`config.mk`:
```
export PLATFORM = sky130hd
export DESIGN_NAME = int_div_unit
export DESIGN_NICKNAME = d
export VERILOG_FILES = /design/src/rtl/int_div_unit.sv
export SDC_FILE = /design/constraint.sdc
export NUM_CORES = 1
export LEC_CHECK = 0
export CORE_ASPECT_RATIO = 1.4
export CORE_UTILIZATION = 40
export DETAILED_ROUTE_END_ITERATION = 7
export HOLD_SLACK_MARGIN = 0.1
export SLEW_MARGIN = 20
export SYNTH_ARGS = -nofsm -noshare
export SYNTH_HDL_FRONTEND = slang
export SYNTH_SLANG_ARGS = --single-unit
```
`constraint.sdc`:
```
create_clock -name clk_i -period 3.4 [get_ports clk_i]
set_input_delay 0.68 -clock clk_i [delete_from_list [all_inputs] [get_ports clk_i]]
set_output_delay 0.68 -clock clk_i [all_outputs]
set_load 0.02 [all_outputs]
```
`src/rtl/int_div_unit.sv`:
```
// Multi-cycle radix-2 restoring divider for RV32M DIV/DIVU/REM/REMU.
// One operation in flight; the result is returned with its destination tag.
module int_div_unit #(
    parameter int width_p = 32,
    parameter int depth_p = 32
) (
    input  logic                       clk_i,
    input  logic                       rst_ni,
    input  logic                       req_valid_i,
    output logic                       req_ready_o,
    input  logic [1:0]                 op_i,
    input  logic [width_p-1:0]         rs1_data_i,
    input  logic [width_p-1:0]         rs2_data_i,
    input  logic [$clog2(depth_p)-1:0] rd_addr_i,
    input  logic                       flush_i,
    output logic                       resp_valid_o,
    input  logic                       resp_ready_i,
    output logic [$clog2(depth_p)-1:0] rd_addr_o,
    output logic [width_p-1:0]         rd_data_o,
    output logic                       busy_o
);

    localparam int AW = $clog2(depth_p);
    localparam int CW = $clog2(width_p);
    localparam logic [CW-1:0] LAST_STEP = CW'(width_p - 1);

    typedef enum logic [1:0] {S_IDLE, S_CALC, S_FIX, S_DONE} state_t;

    state_t               r_state;
    state_t               w_state_next;

    logic [width_p-1:0]   r_dvd;
    logic [width_p-1:0]   r_rem;
    logic [width_p-1:0]   r_dvs;
    logic [CW-1:0]        r_cnt;
    logic                 r_sel_rem;
    logic                 r_neg_q;
    logic                 r_neg_r;
    logic [width_p-1:0]   r_result;
    logic [AW-1:0]        r_tag;

    logic                 w_accept;
    logic                 w_signed;
    logic                 w_div_zero;
    logic                 w_ovf;
    logic                 w_special;
    logic [width_p-1:0]   w_special_res;
    logic [width_p-1:0]   w_a_mag;
    logic [width_p-1:0]   w_b_mag;
    logic [width_p:0]     w_diff;
    logic                 w_qbit;
    logic [width_p-1:0]   w_quo_fix;
    logic [width_p-1:0]   w_rem_fix;

    assign w_accept   = req_valid_i && req_ready_o;
    assign w_signed   = ~op_i[0];
    assign w_div_zero = (rs2_data_i == '0);
    assign w_ovf      = w_signed && (rs1_data_i == {1'b1, {(width_p-1){1'b0}}}) && (&rs2_data_i);
    assign w_special  = w_div_zero || w_ovf;

    // Divide-by-zero returns all ones / dividend; signed overflow returns dividend / zero.
    assign w_special_res = op_i[1] ? (w_div_zero ? rs1_data_i : '0)
                                   : (w_div_zero ? '1 : rs1_data_i);

    // Magnitude of -2^(w-1) wraps to 2^(w-1), which is the correct unsigned value.
    assign w_a_mag = (w_signed && rs1_data_i[width_p-1]) ? (~rs1_data_i + 1'b1) : rs1_data_i;
    assign w_b_mag = (w_signed && rs2_data_i[width_p-1]) ? (~rs2_data_i + 1'b1) : rs2_data_i;

    // Trial subtraction is one bit wider so the borrow doubles as the rem>=divisor test.
    assign w_diff = {r_rem, r_dvd[width_p-1]} - {1'b0, r_dvs};
    assign w_qbit = ~w_diff[width_p];

    assign w_quo_fix = r_neg_q ? (~r_dvd + 1'b1) : r_dvd;
    assign w_rem_fix = r_neg_r ? (~r_rem + 1'b1) : r_rem;

    always_ff @(posedge clk_i or negedge rst_ni) begin
        if (!rst_ni) begin
            r_state <= S_IDLE;
        end else begin
            r_state <= w_state_next;
        end
    end

    always_comb begin
        w_state_next = r_state;
        if (flush_i) begin
            w_state_next = S_IDLE;
        end else begin
            case (r_state)
                S_IDLE: if (w_accept) w_state_next = w_special ? S_DONE : S_CALC;
                S_CALC: if (r_cnt == LAST_STEP) w_state_next = S_FIX;
                S_FIX:  w_state_next = S_DONE;
                S_DONE: if (resp_ready_i) w_state_next = S_IDLE;
                default: w_state_next = S_IDLE;
            endcase
        end
    end

    always_comb begin
        req_ready_o  = (r_state == S_IDLE) && !flush_i;
        resp_valid_o = (r_state == S_DONE);
        busy_o       = (r_state != S_IDLE);
    end

    assign rd_data_o = r_result;
    assign rd_addr_o = r_tag;

    // r_dvd shifts the dividend out at the top and collects quotient bits at the bottom.
    always_ff @(posedge clk_i or negedge rst_ni) begin
        if (!rst_ni) begin
            r_dvd     <= '0;
            r_rem     <= '0;
            r_dvs     <= '0;
            r_cnt     <= '0;
            r_sel_rem <= 1'b0;
            r_neg_q   <= 1'b0;
            r_neg_r   <= 1'b0;
            r_result  <= '0;
            r_tag     <= '0;
        end else begin
            if (w_accept) begin
                r_dvd     <= w_a_mag;
                r_rem     <= '0;
                r_dvs     <= w_b_mag;
                r_cnt     <= '0;
                r_sel_rem <= op_i[1];
                r_neg_q   <= w_signed && (rs1_data_i[width_p-1] ^ rs2_data_i[width_p-1]);
                r_neg_r   <= w_signed && rs1_data_i[width_p-1];
                r_tag     <= rd_addr_i;
                if (w_special) begin
                    r_result <= w_special_res;
                end
            end else if (r_state == S_CALC) begin
                r_rem <= w_qbit ? w_diff[width_p-1:0] : {r_rem[width_p-2:0], r_dvd[width_p-1]};
                r_dvd <= {r_dvd[width_p-2:0], w_qbit};
                r_cnt <= r_cnt + 1'b1;
            end else if (r_state == S_FIX) begin
                r_result <= r_sel_rem ? w_rem_fix : w_quo_fix;
            end
        end
    end

endmodule

```
# Word-level counts from Yosys, hierarchy flattened
# Index checks and enable logic that the tools add are counted.
[totals]
regBits = 143
elab_cells = 75
[op_classes]
addsub = 6
eq_ne = 10
mux = 25
n_bitwise = 7
reduce_logical = 17
[op_table]
columns = ["op", "count"]
rows = [
  ["2-to-1 mux 32 bit", 17],
  ["adder 32 x 1 -> 32 bit, second input constant", 4],
  ["inverter 32 bit", 4],
  ["subtractor 33 x 32 -> 33 bit", 1],
  ["== test 32 bit, second input constant", 1],
  ["zero test 32 bit", 1],
  ["AND reduction 32 bit", 1],
  ["2-to-1 mux 2 bit", 5],
  ["2-to-1 mux 5 bit", 2],
  ["one-hot mux 2 bit (4 select lines)", 1],
  ["logical AND 1 bit", 7],
  ["!= test 3 bit, second input constant", 2],
  ["AND reduction 3 bit", 2],
  ["nonzero test 2 bit", 3],
  ["adder 5 x 1 -> 5 bit, second input constant", 1],
  ["== test 5 bit, second input constant", 1],
  ["== test 2 bit, second input constant", 2],
  ["!= test 3 x 2 -> 1 bit, second input constant", 1],
  ["== test 2 x 1 -> 1 bit, second input constant", 1],
  ["zero test 2 bit", 1],
  ["!= test 2 x 1 -> 1 bit, second input constant", 1],
  ["!= test 2 bit, second input constant", 1],
  ["inverter 1 bit", 2],
  ["zero test 1 bit", 1],
  ["other kinds (2)", 2],
]

# Logic depth before layout (Yosys ltp)
# Gate-level depths: netlist of run 1.
[depth]
word_depth = 8
depth_mapped = 13
depth_no_buf = 12

# Worst setup path after synthesis of run 1
# No wires, ideal clock.
[synth_timing]
path_kind = "input-to-reg"
startpoint = "input rs1_data_i[16]"
endpoint = "register r_result[0] (netlist: rd_data_o[0])"
setup_time_ps = 125
t_arrival_ps = 2996
required_time_ps = 3275
slack_ps = 279
stages = 7
path_cell_list = "or4_4 > or3_1 > or4_4 > o41ai_4 > a21boi_2 > buf_6 > mux2_4"
[synth_via]
elab_chain_cells = 6
[synth_lines]
columns = ["item", "line_no", "source"]
rows = [
  ["from (decl)", "12", "input logic [width_p-1:0] rs1_data_i,"],
  ["== test 32 bit", "58", "assign w_ovf = w_signed && (rs1_data_i == {1'b1, {(width_p-1){1'b0}}}) && (&rs2_data_i);"],
  ["logical AND 1 bit (2 in a row)", "58", ""],
  ["logical OR 1 bit", "59", "assign w_special = w_div_zero || w_ovf;"],
  ["!= test 2 x 1 -> 1 bit (no line)", "n/a", ""],
  ["AND reduction 3 bit (no line)", "n/a", ""],
  ["to (signal assigned)", "131", "r_result <= w_special_res;"],
  ["to (signal assigned)", "138", "r_result <= r_sel_rem ? w_rem_fix : w_quo_fix;"],
  ["to (decl)", "39", "logic [width_p-1:0] r_result;"],
]
# Every way passes these cells.
# A chain may end at the register's enable or synchronous reset.

# Final worst setup path of run 1
[layout_timing]
startpoint = "input rs1_data_i[16]"
endpoint = "register r_dvd[28]"
[layout_via]
elab_chain_cells = 4
[layout_lines]
columns = ["item", "line_no", "source"]
rows = [
  ["inverter 32 bit", "66", "assign w_a_mag = (w_signed && rs1_data_i[width_p-1]) ? (~rs1_data_i + 1'b1) : rs1_data_i;"],
  ["adder 32 x 1 -> 32 bit", "66", ""],
  ["2-to-1 mux 32 bit", "66", ""],
  ["2-to-1 mux 32 bit", "121", "if (w_accept) begin"],
  ["to (signal assigned)", "122", "r_dvd <= w_a_mag;"],
  ["to (signal assigned)", "135", "r_dvd <= {r_dvd[width_p-2:0], w_qbit};"],
  ["to (decl)", "32", "logic [width_p-1:0] r_dvd;"],
]
# Every way passes these cells.

==> flow_summary.toml, run 1 <==
[power]
intPower_uw = 7699
p_total_uw = 14550
comb_power_share_pct = 63.9
p_per_area_nw_per_um2 = 1014
clockPowerShare_pct = 13.3
ir_drop_mv = 0.5297
netSwitchingFraction_pct = 47.08
seqPwrFrac_pct = 22.8
power.switching_uw = 6850
p_leak_uw = 0.006088

[cts]
root_buffer = "clkbuf_16"
post_cts_buffers = 0
cts-htree-levels = 4
cts_tree = "built"
cts_sinks = 143
clock_latency_ns = 0.44
cts-resized-gates = 0
clk_path_buf_depth = 2
clk_pin_slew_worst_paths_ns = 0.06
cts_hold_buf = 0
cts_made_buffers = 17

[drt]
top_layer = "met4"
drc = 0
vias = 10900
drtIter0Drc = 622
viasPerCell = 5.511
drtAntennaViolNets = 0
wirelength_um = 36410
drt-met1-wl_um = 14920
dr_wl_met2_um = 18670
drtPass1Iterations = 6
wl_met3_um = 1216
wl_per_cell_um = 18.40

[placement]
dp_hpwl_um = 28190
post-place-ws_ns = -0.4178
io_buffers = 115
gp_congestion = 0.9512

[global_route]
globalRouteTotalUtil_pct = 26.06
grt_max_degree = 87
antenna_found_initial = 0
grt_pass1_vias = 10560
overflow = 0
grt_pass1_wl_um = 57630

[sta]
worst_slew_pin_slew_ns = 0.8541
period_share_pct = 96.63
fin_crit_ns = 3.285
drv_slew = 0
setup_violations = 0
slew_headroom_pct = 43.06
max_freq_mhz = 304.4
skew_ns = 0.008283
final_hold_viol_count = 0
rsz0062_at_grt = "no"
setup_ws_ns = 0.1146

[yosys]
synth_edf_count = 0
ys.flop_type = "dfrtp_1"
async_reset_ff_share_pct = 100.0
ys_ff_latch = 143
synth_area_um2 = 11340
yosysWarnings = 0
syn_avg_cell_area_um2 = 8.028
ys_seq_area_share_pct = 31.57
syn_inst = 1412
syn-num-nets = 1533
synth.distinct_cells = 63

[cells_and_area]
synthToLayoutAreaGrowth_pct = 26.57
final_util_pct = 51.71
nNetsFinal = 1717
drive_gt1_share_pct = 11.57
diodes = 0

[worst_setup_path]
cp_slowest_cell = "or4_4"
crit_start = "rs1_data_i[16]"
r2r_slack_ns = 0.14
cpPeakStageDelay_ns = 0.58
critPathLaunchType = "input port"
worstPathMaxFanout = 3
path_class = "input port to flop"
worstPathArrival_ns = 3.66
endpoint_kind = "flop"
timing.critical_path.cells = "clkdlybuf4s50_1 > or4_4 > or3_1 > or4_4 > buf_4 > or3_1 > o31ai_2 > xnor2_1 > nand2_1 > o21ai_1"
crit_buf_inv = 2
reg2reg_from = "r_rem[4]$_DFFE_PN0P_"
crit_family = "simple AND/OR/NAND/NOR gates"
required_ns = 3.77

[floorplanning]
die_w_um = 144.3
ios = 116
initial_core_util_pct = 40.85
dieArea_um2 = 29030
die_h_um = 201.2
rows = 72
core_um2 = 27750

[outcome]
status = "finished, final reports clean"

[run]
cap_violations = 0

[min_path]
holdCritPathClass = "input port to asynchronous set/reset pin"
[registers in the layout, indices dropped and copies added, names as in the netlist]
| name | flops |
|---|---|
| r_dvd | 32 |
| r_dvs | 32 |
| r_rem | 32 |
| rd_data_o | 32 |
| r_cnt | 5 |
| rd_addr_o | 5 |
| r_state | 2 |
| r_neg_q | 1 |
| r_neg_r | 1 |
| r_sel_rem | 1 |
[cells by family after synthesis]
kind of cell             count (synthesis)  synth area share, %
AND/OR/NAND/NOR                        460                18.70
flip-flops                             143                31.57
XOR/XNOR                               142                10.97
AO/OA/AOI/OAI                          423                23.18
multiplexers                            65                5.894
buffers and inverters                  133                4.569
adder cells (fa/ha/maj)                 46                5.121
[power groups by stage]
stage / logic (µW) / registers, µW / clock network (µW)
3_5_place_dp: 9190 / 3320 / 0
6_report: 9300 / 3320 / 1930
2_1_floorplan: 6060 / 3300 / 0
5_1_grt: 10200 / 3410 / 2020
4_1_cts: 9240 / 3300 / 1950
3_3_place_gp: 9090 / 3310 / 0
[stage by stage]
step	hold slack, ns	std cells	TNS [ns]	area (µm²)
2_1_floorplan	0.3844	1412	0	11340
3_3_place_gp	0.4585	1947	-9.235	13740
3_5_place_dp	0.4617	1947	-12.22	13740
4_1_cts	0.3473	1978	0	14320
5_1_grt	0.3840	1978	0	14350
6_report	0.3133	1978	0	14350
[cell usage after synthesis (2+ instances only)]
library cell,number,area (µm²)
o21ai_1,3,15.01
o21a_1,13,97.59
a21o_1,17,127.6
nor2_1,116,435.4
nand3_1,15,75.07
and2_1,7,43.79
nand2_1,186,698.2
or3_1,16,100.1
o41ai_1,13,113.9
buf_1,8,30.03
or2_2,4,25.02
nor3_2,2,20.02
xor2_1,63,551.8
o21ai_0,137,685.7
a21boi_0,6,45.04
o221ai_1,5,43.79
dfrtp_1,143,3578
clkbuf_1,64,240.2
a211oi_1,36,270.3
nand4_1,17,106.4
nand3b_1,8,60.06
or4_1,11,82.58
mux2i_1,60,600.6
a31oi_1,11,68.82
ha_1,44,550.5
and3_1,7,43.79
o21bai_1,2,15.01
a21oi_1,103,515.5
nand2b_1,17,106.4
buf_2,9,45.04
o31a_1,4,35.03
mux2_2,2,22.52
nor2b_1,10,62.56
inv_1,50,187.7
o31ai_1,42,315.3
nor3_1,26,130.1
o211ai_1,15,112.6
mux2_4,3,45.04
a22oi_1,2,15.01
xnor2_1,79,691.9
or4_4,2,22.52
nor4_1,13,81.33
[path summary, 6_finish.rpt]
kind                                                   to  cells after the start
worst max-delay path                r_dvd[28]$_DFFE_PN0P_                     10
worst min-delay path            rd_data_o[21]$_DFFE_PN0P_                      1
worst max register to register      r_rem[22]$_DFFE_PN0P_                     10
worst min register to register   rd_data_o[1]$_DFFE_PN0P_                      2
max in group asynchronous           r_dvs[27]$_DFFE_PN0P_                      2
min in group clk_i               rd_data_o[1]$_DFFE_PN0P_                      2
[area by class of cell]
class	count	area [µm²]
Inverter	51	191.4
Tap cell	370	462.9
Fill cell	2772	13400
Timing Repair Buffer	247	2231
Multi-Input combinational cell	1136	7296
Clock buffer	19	442.9
Sequential cell	143	3580
Clock inverter	12	143.9
[layer usage]
| layer | vias up | GRT usage [%] |
|---|---|---|
| li1 | 5401 | - |
| met4 | 0 | 12.63 |
| met5 | - | 0 |
| met1 | 5122 | 30.34 |
| met2 | 302 | 46.51 |
| met3 | 76 | 3.141 |
[layout by cell type (no fill, tap or decap), types with 17 or more instances in the layout]
master	count
nand2_1	185
dfrtp_1	142
o21ai_0	136
buf_4	125
nor2_1	116
clkdlybuf4s50_1	114
a21oi_1	103
xnor2_1	78
xor2_1	63
mux2i_1	60
inv_1	50
ha_1	43
o31ai_1	41
a211oi_1	36
nor3_1	26
nand4_1	17
nand2b_1	17
a21o_1	17
clkbuf_16	17
Note: power is estimated with default switching activity, not from simulation.
==> run 2, diff against run 1 <==
- ABC_CLOCK_PERIOD_IN_PS: unset -> 3400
==> results of run 2 <==
The final DEF is identical to that of run 1; final timing and power are the same.
==> run 3, diff against run 2 <==
- SLEW_MARGIN: 20 -> unset
==> results of run 3 <==
The final DEF is identical to that of run 1; final timing and power are the same.
